`src/rtl/fan_pkg.sv`:
```
// Shared constants and FSM encoding for the fan PWM drive.
package fan_pkg;
  localparam int DUTY_MAX = 100;
  typedef enum logic [1:0] {IDLE = 2'd0, KICK = 2'd1, RUN = 2'd2} fan_state_e;
endpackage

```
`src/rtl/pwm_period_cnt.sv`:
```
// Free-running PWM period counter; period_end marks the last cycle of each period.
module pwm_period_cnt #(
  parameter  int PERIOD_CNT = 2000,
  localparam int CW         = $clog2(PERIOD_CNT)
) (
  input  logic          sys_clk,
  input  logic          sys_rst_n,
  output logic [CW-1:0] cnt,
  output logic [CW-1:0] cnt_next,
  output logic          period_end
);
  assign period_end = (cnt == CW'(PERIOD_CNT - 1));
  assign cnt_next   = period_end ? '0 : cnt + CW'(1);

  always_ff @(posedge sys_clk) begin
    if (!sys_rst_n) cnt <= '0;
    else            cnt <= cnt_next;
  end
endmodule

```
`src/rtl/fan_pwm_drive.sv`:
```
// Fan PWM driver: kick-start from standstill, slew-limited duty ramp, glitch-free
// output where the threshold only changes at period boundaries.
module fan_pwm_drive
  import fan_pkg::*;
#(
  parameter int CLK_FREQ     = 50_000_000,
  parameter int PWM_FREQ     = 25_000,
  parameter int RAMP_PERIODS = 50,
  parameter int KICK_PERIODS = 250
) (
  input  logic       sys_clk,
  input  logic       sys_rst_n,
  input  logic [6:0] duty_data,
  output logic       pwm_out,
  output logic       fan_en,
  output logic [6:0] cur_duty,
  output logic       period_end,
  output logic       ramp_busy
);
  localparam int PERIOD_CNT = CLK_FREQ / PWM_FREQ;
  localparam int STEP       = PERIOD_CNT / DUTY_MAX;
  localparam int CW         = $clog2(PERIOD_CNT);
  localparam int TW         = $clog2(PERIOD_CNT + 1);
  localparam int RW         = $clog2(RAMP_PERIODS + 1);
  localparam int KW         = $clog2(KICK_PERIODS + 1);

  fan_state_e    state, state_n;
  logic [6:0]    tgt, tgt_n, duty_n;
  logic [RW-1:0] ramp_cnt, ramp_n;
  logic [KW-1:0] kick_cnt, kick_n;
  logic [TW-1:0] thresh, thresh_n, thresh_nx;
  logic [CW-1:0] cnt, cnt_next;
  logic          pwm_n;

  pwm_period_cnt #(.PERIOD_CNT(PERIOD_CNT)) u_cnt (
    .sys_clk   (sys_clk),
    .sys_rst_n (sys_rst_n),
    .cnt       (cnt),
    .cnt_next  (cnt_next),
    .period_end(period_end)
  );

  assign tgt_n     = (duty_data > 7'(DUTY_MAX)) ? 7'(DUTY_MAX) : duty_data;
  assign fan_en    = (state != IDLE);
  assign ramp_busy = (state == RUN) && (cur_duty != tgt);

  always_comb begin
    state_n = state;
    duty_n  = cur_duty;
    ramp_n  = ramp_cnt;
    kick_n  = kick_cnt;
    if (period_end) begin
      case (state)
        IDLE: if (tgt != '0) begin
          state_n = KICK;
          kick_n  = '0;
        end
        KICK: begin
          kick_n = kick_cnt + KW'(1);
          if (tgt == '0) state_n = IDLE;
          else if (kick_cnt == KW'(KICK_PERIODS - 1)) begin
            state_n = RUN;
            duty_n  = tgt;
            ramp_n  = '0;
          end
        end
        RUN: begin
          if (cur_duty == '0 && tgt == '0) begin
            state_n = IDLE;
            ramp_n  = '0;
          end else if (cur_duty == tgt) ramp_n = '0;
          else if (ramp_cnt == RW'(RAMP_PERIODS - 1)) begin
            ramp_n = '0;
            duty_n = (cur_duty < tgt) ? cur_duty + 7'd1 : cur_duty - 7'd1;
          end else ramp_n = ramp_cnt + RW'(1);
        end
        default: state_n = IDLE;
      endcase
    end
  end

  // Threshold for the coming period follows the post-decision state.
  always_comb begin
    thresh_n = '0;
    case (state_n)
      RUN:     thresh_n = TW'(duty_n) * TW'(STEP);
      KICK:    thresh_n = TW'(PERIOD_CNT);
      default: thresh_n = '0;
    endcase
  end

  assign thresh_nx = period_end ? thresh_n : thresh;
  assign pwm_n     = (TW'(cnt_next) < thresh_nx);

  always_ff @(posedge sys_clk) begin
    if (!sys_rst_n) begin
      state    <= IDLE;
      tgt      <= '0;
      cur_duty <= '0;
      ramp_cnt <= '0;
      kick_cnt <= '0;
      thresh   <= '0;
      pwm_out  <= 1'b0;
    end else begin
      state    <= state_n;
      tgt      <= tgt_n;
      cur_duty <= duty_n;
      ramp_cnt <= ramp_n;
      kick_cnt <= kick_n;
      thresh   <= thresh_nx;
      pwm_out  <= pwm_n;
    end
  end
endmodule
```
`config.mk`:
```
export PLATFORM = sky130hd
export DESIGN_NAME = fan_pwm_drive
export DESIGN_NICKNAME = d
export VERILOG_FILES = /design/src/rtl/fan_pkg.sv /design/src/rtl/pwm_period_cnt.sv /design/src/rtl/fan_pwm_drive.sv
export SDC_FILE = /design/constraint.sdc
export NUM_CORES = 1
export LEC_CHECK = 0
export ABC_AREA = 0
export CAP_MARGIN = 20
export CORE_MARGIN = 2
export CORE_UTILIZATION = 36
export CTS_BUF_LIST = sky130_fd_sc_hd__clkbuf_4
export DETAILED_ROUTE_END_ITERATION = 8
export PLACE_DENSITY = 0.61
export SYNTH_ARGS = -nofsm -noshare
export SYNTH_HDL_FRONTEND = slang
export SYNTH_SLANG_ARGS = --single-unit
export TNS_END_PERCENT = 10
```
`constraint.sdc`:
```
create_clock -name sys_clk -period 9.76 [get_ports sys_clk]
set_input_delay 0.976 -clock sys_clk [delete_from_list [all_inputs] [get_ports sys_clk]]
set_output_delay 0.976 -clock sys_clk [all_outputs]
set_load 0.03 [all_outputs]
```
==> impl_results.md <==
* Status: finished clean
* Mean area per synthesized cell at 8.340 um^2
* Routed length per placed instance at 13.68 um
* Number of synthesized flops with an enable pin at 0
* Routed Antenna Nets at 0
* CTS hold repair buffers at 0
* Sink Count at 53
* CTS Root Cell: clkbuf_4
* Final setup fails at 0
* H-tree depth at 2
* Num CTS Buffers at 5
* Synth Area in Compound Gates at 14.63%
* Most frequent cells in the layout: nor2_1 (53), dfxtp_1 (53), ha_1 (42), a21oi_1 (31)
* Placed Instances at 530
* Drc violations at 0
* CP max stage cell: fa_1
* Placement Rows at 35
* Ports at 20
* Crit-path max cell delay at 0.48 ns
* GR Overflow Total at 0
* Die Y-Extent at 101.1 um
* Pin count of the biggest net entering global routing at 28
* Top Layer Used: met4
* Initial antenna violation count at 0
* Final Net Count at 479
* Antenna Cells at 0
* Post-synthesis mux area share at 0%
* Fin. Hold Viols at 0
* Routed WL at 7.358 mm
* Synth-to-Final Area Change at 11.68%
* Fmax at 187.6 MHz
* Critical path arrival at 5.60 ns
* Die ar. at 0.01022 mm^2
* Leak at 1.669 nW
* Setup Buffers After CTS at 0
* Clock slew at reported path FFs at 0.17 ns
* Final Max Tran Viols at 0
* DP Worst Slack at 4.464 ns
* Syn_nets at 460
* Power Total at 0.3896 mW
* Synth Area in Simple Gates at 26.35%
* Post-synthesis sequential area ratio at 31.26%
* Cell family with most CP delay: adder cells
* CTS tree: yes
* Power Dens Cells at 102.8 mW/mm^2
* Fin crit period at 5.330 ns
* Starting density of the core at 36.91%
* Share of cells above drive strength 1 at 5.386%
* CP Capture Type: flip-flop
* Routed wl met3 at 234 um
* Total track usage at 15.77%
* Max clock buf depth at 2
* Slew @ Worst Pin at 0.8158 ns
* Hold Slack at 0.4560 ns
* Placed instance area at 0.003707 mm^2
* Worst skew pair latency at 0.38 ns
* Wl on met1 at 3.498 mm
* DR iter-0 viols at 104
* MaxCap Viol Count at 0
* Fin Setup TNS at 0 ns
* Wire length on met2 at 3.516 mm
* Vias in the first global route at 2783
* Post-layout util at 41.22%
* Synth Area in XOR/XNOR at 6.966%
* R2r startpoint: tgt[6]$_SDFF_PN0_
* Yosys Warn Count at 0
* Via count at 2821
* Worst VDD drop at 45.54 uV
* Final Wtd Congestion at 0.8641
* Die Wd at 101.1 um
* Mapped Cells at 407
* RSZ-0062 raised after global routing: no
* Fin cells at 538
* Main combinational cell family by area after synthesis: simple AND/OR/NAND/NOR gates
* Crit share post-route at 54.61%
* Final clock skew at 0.02194 ns
* Ys async rst share at 0%
* Hold WC Path Type: flip-flop to flip-flop
* Mapped Area at 0.003395 mm^2
* DRT Pass-1 Iters at 4
* Worst setup startpoint: tgt[6]$_SDFF_PN0_
* Detail Placement HPWL at 5.641 mm
* Fin area at 0.003791 mm^2
* Resized Gates After CTS at 0
* Worst EP required at 10.03 ns
* Critical Path Most Common Cell: a21oi_1
* Setup WS post-layout at 4.430 ns
* Vias per inst at 5.243
* HP Start: thresh[1]$_SDFF_PN0_
* #FFs+latches synth at 53
* Crit path launch type: flip-flop
* Port bufs at 19
* Total core area at 0.009196 mm^2
* Top_reg_cell synth: dfxtp_1
* Worst rel slew slack at 45.28%
* Post-Synth Adder-Cell Area at 16.66%
* Unique masters post-synth at 55
* Max FO, Critical Path at 6
* First-pass GRT wire length at 13.04 mm
* Setup CP Type: flip-flop to flip-flop
* WP buf/inv at 5
[layer usage]
metal,global-route usage [%],up-vias
li1,-,1458
met1,20.69,1315
met2,26.44,39
met3,2.774,9
met4,4.782,0
met5,0,-
[synthesized netlist by cell type (2+ instances only)]
cell	count	share of area, %
xor2_1	15	3.9
o21ai_0	12	1.8
and3_1	8	1.5
dfxtp_1	53	31
inv_1	26	2.9
nor2b_1	5	0.92
or3_1	4	0.74
a22o_1	2	0.52
nor3_1	17	2.5
o21ai_1	2	0.29
nand3_1	13	1.9
nand4_1	12	2.2
ha_1	42	15
and2_1	11	2.0
nand2_4	2	0.66
fa_1	2	1.2
clkbuf_1	9	1.0
nor2_1	53	5.9
nand2_1	26	2.9
a22oi_1	4	0.88
xnor2_1	12	3.1
or4_1	3	0.66
or2_2	2	0.37
a21oi_1	31	4.6
a21o_1	8	1.8
nor4_2	2	0.74
o31a_1	2	0.52
nand3b_1	2	0.44
[worst paths after layout]
check                    endpoint  slack [ns]  depth (start not counted)
max            pwm_out$_SDFF_PN0_        4.43                         27
min          thresh[1]$_SDFF_PN0_        0.46                          2
max reg2reg    pwm_out$_SDFF_PN0_        4.43                         27
min reg2reg  thresh[1]$_SDFF_PN0_        0.46                          2
[registers in the layout, summed over array words and instances, names as in the netlist]
register   count
cur_duty       7
ramp_cnt       6
kick_cnt       8
pwm_out        1
state          2
u_cnt.cnt     11
tgt            7
thresh        11
[worst reg2reg max path, delay by kind of cell, from the launching register on]
| family | cells | cell delay, ns |
|---|---|---|
| fa+ha+maj | 6 | 1.90 |
| flops | 1 | 0.39 |
| xor+xnor | 1 | 0.16 |
| simple gates | 5 | 0.53 |
| buf+inv | 5 | 0.42 |
| compound gates | 10 | 1.83 |
[cell type report]
type	count	area [um^2]
clock inverters	2	38.79
well taps	111	138.9
multi-input cells	317	2193
fillers	929	5405
inverters	27	101.3
flip-flops and latches	53	1061
clock buffers	6	45.04
repair buffers	22	212.7
[logic make-up after synthesis]
| group | after synthesis |
|---|---|
| AND/OR/NAND/NOR | 169 |
| AO/OA/AOI/OAI | 77 |
| flip-flops | 53 |
| adder cells (fa/ha/maj) | 44 |
| buffers and inverters | 37 |
| XOR/XNOR | 27 |
[where the power goes]
group	leakage, nW	internal (mW)	total, mW	switching [mW]
Combinational	1.19	0.0164	0.0359	0.0195
Clock	0.0459	0.0575	0.131	0.0736
Sequential	0.429	0.220	0.223	0.00273
Total	1.67	0.294	0.390	0.0958
Power figures use the tool's default switching activity.
==> variant: new RTL, config.mk and constraints unchanged <==
Set the parameter `RAMP_PERIODS` to 100 (it was 50).
--- a/src/rtl/fan_pwm_drive.sv
+++ b/src/rtl/fan_pwm_drive.sv
@@ -6,5 +6,5 @@
   parameter int CLK_FREQ     = 50_000_000,
   parameter int PWM_FREQ     = 25_000,
-  parameter int RAMP_PERIODS = 50,
+  parameter int RAMP_PERIODS = 100,
   parameter int KICK_PERIODS = 250
 ) (
Function: same outputs for any inputs over 10 cycles, from zero or initial values and one cycle with sys_rst_n low; that may be too few to reach the edited logic, so the function may still have changed.
==> variant against the unedited design <==
- sequential share of layout area increased by 0.64 points
- clock skew shrank 0.010 ns
- wire length up 2.9%
- sequential cell count rose by 1
- worst setup slack got worse by 0.64 ns
- via count decreased by 0.67%
- power shrank 2.4%
- clock power down 9%
- final area shrank 0.40%
- synthesized area rose by 0.18%
- non-clock buffer count fell by 2
- maximum frequency decreased by 11%
- core utilization shrank 0.16 points
- critical endpoint unchanged
- highest routed layer unchanged
==> variant: results <==
[grt]
grt_use_met2_pct = 26.5
use_met1_pct = 21.5
track_usage_pct = 15.9
grt_pass1_vias = 2898
antenna_found_initial = 0
gr-usage-met3_pct = 3.11
grt_pass1_wl_mm = 13.2
grt_max_degree = 23

[critical_path]
worstPathArrival_ns = 6.23
slowest_stage = fa_1
cpLargestDelayFamily = compound AO/OA/AOI/OAI gates
r2r_cells = 26
critPathMaxStageDelay_ns = 0.48
crit_start = tgt[6]
crit_path_max_fanout = 5

[clock_tree]
cts_buffers = 5
cts_max_path_buffers = 2
post_cts_resized = 0
htree_levels = 2
root_buffer = clkbuf_4
clock_latency_ns = 0.36
cts_post_setup_buffers_inserted = 0
clk_pin_slew_worst_paths_ns = 0.15

[placement]
place.gp.congestion = 0.890
dpl.cell_count = 522
port_buffers = 19
dpl.hpwl_mm = 5.94

[detailed_routing]
num_vias = 2802
routed-wl-met3_um = 301
dr.max_layer_used = met4
drt-met1-wl_mm = 3.74
routed_wl_mm = 7.57
route.met2.wl_mm = 3.46
drt-initial-drc-count = 121
first_pass_iters = 5

[yosys]
netlist_instances = 400
yosys-top-cells-area = dfxtp_1 32%, ha_1 15%, nor2_1 5.5%
synthArstFlopShare_pct = 0
synth_flop_cell = dfxtp_1
synth_cell_types = 57
synth_common_cells = 54 x dfxtp_1, 50 x nor2_1, 40 x ha_1
yosysWarningCount = 0
syn_nets = 451
ys_seq_area_share_pct = 31.8

[timing]
period_minus_slack_ns = 5.97
skew_ns = 0.0118
max_slew_margin_pct = 39.6

[outcome]
status = finished clean

[min_path]
hp-class = reg2reg
hp-start = thresh[1]
min_path_cells = 2

[cells_and_area]
reg_top3 = thresh: 11 flops, u_cnt.cnt: 11 flops, kick_cnt: 8 flops
drive_above_1_share_pct = 4.06
fin_cells = 530
antenna_cells = 0
final_nets = 470

[power]
vdd_drop_max_mv = 0.0497
power_switching_mw = 0.0892
leakagePower_nw = 1.62
## variant: cell count changes in the layout (fill, tap and decap cells not counted), sizes merged, moves of 3 or more
cell    change
and3        +3
nor3b       +3
and2        +6
a21oi       -9
nor3        -3
a221oi      +5
nand2       -3
nand4       -7
## variant: final timing paths
path                     to  slack (ns)
hold / removal    thresh[1]        0.46
setup reg to reg    pwm_out        3.79
setup / recovery    pwm_out        3.79
hold reg to reg   thresh[1]        0.46
## variant: cell type report
| class | count | area, um^2 |
|---|---|---|
| multi-input cells | 310 | 2180 |
| fillers | 948 | 5420 |
| well taps | 111 | 139 |
| flip-flops and latches | 54 | 1080 |
| clock buffers | 5 | 37.5 |
| inverters | 28 | 105 |
| clock inverters | 2 | 33.8 |
| repair buffers | 20 | 195 |
## variant: cells by family after synthesis
| logic type | count (synthesis) | synth area share (%) |
|---|---|---|
| simple gates | 162 | 24.9 |
| flops | 54 | 31.8 |
| buf+inv | 36 | 3.97 |
| compound gates | 77 | 15.8 |
| xor+xnor | 26 | 6.70 |
| fa+ha+maj | 43 | 16.2 |
| mux | 2 | 0.625 |
## variant: per-stage QoR
step           cell area (um^2)  hold slack (ns)  setup WS (ns)  util [%]
2_1_floorplan              3400            0.424           4.30         -
3_3_place_gp               3700            0.436           3.97      40.2
3_5_place_dp               3700            0.442           3.85      40.2
4_1_cts                    3770            0.463           3.82      41.0
5_1_grt                    3780            0.472           3.24      41.1
6_report                   3780            0.456           3.79      41.1
## variant: power by group through the flow
stage	Clock [mW]	Sequential, mW	Combinational (mW)
finish	0.119	0.227	0.0343
detailed placement	0	0.232	0.0338
CTS	0.123	0.227	0.0342
floorplan	0	0.232	0.0219
global route	0.131	0.228	0.0381
global placement	0	0.232	0.0336
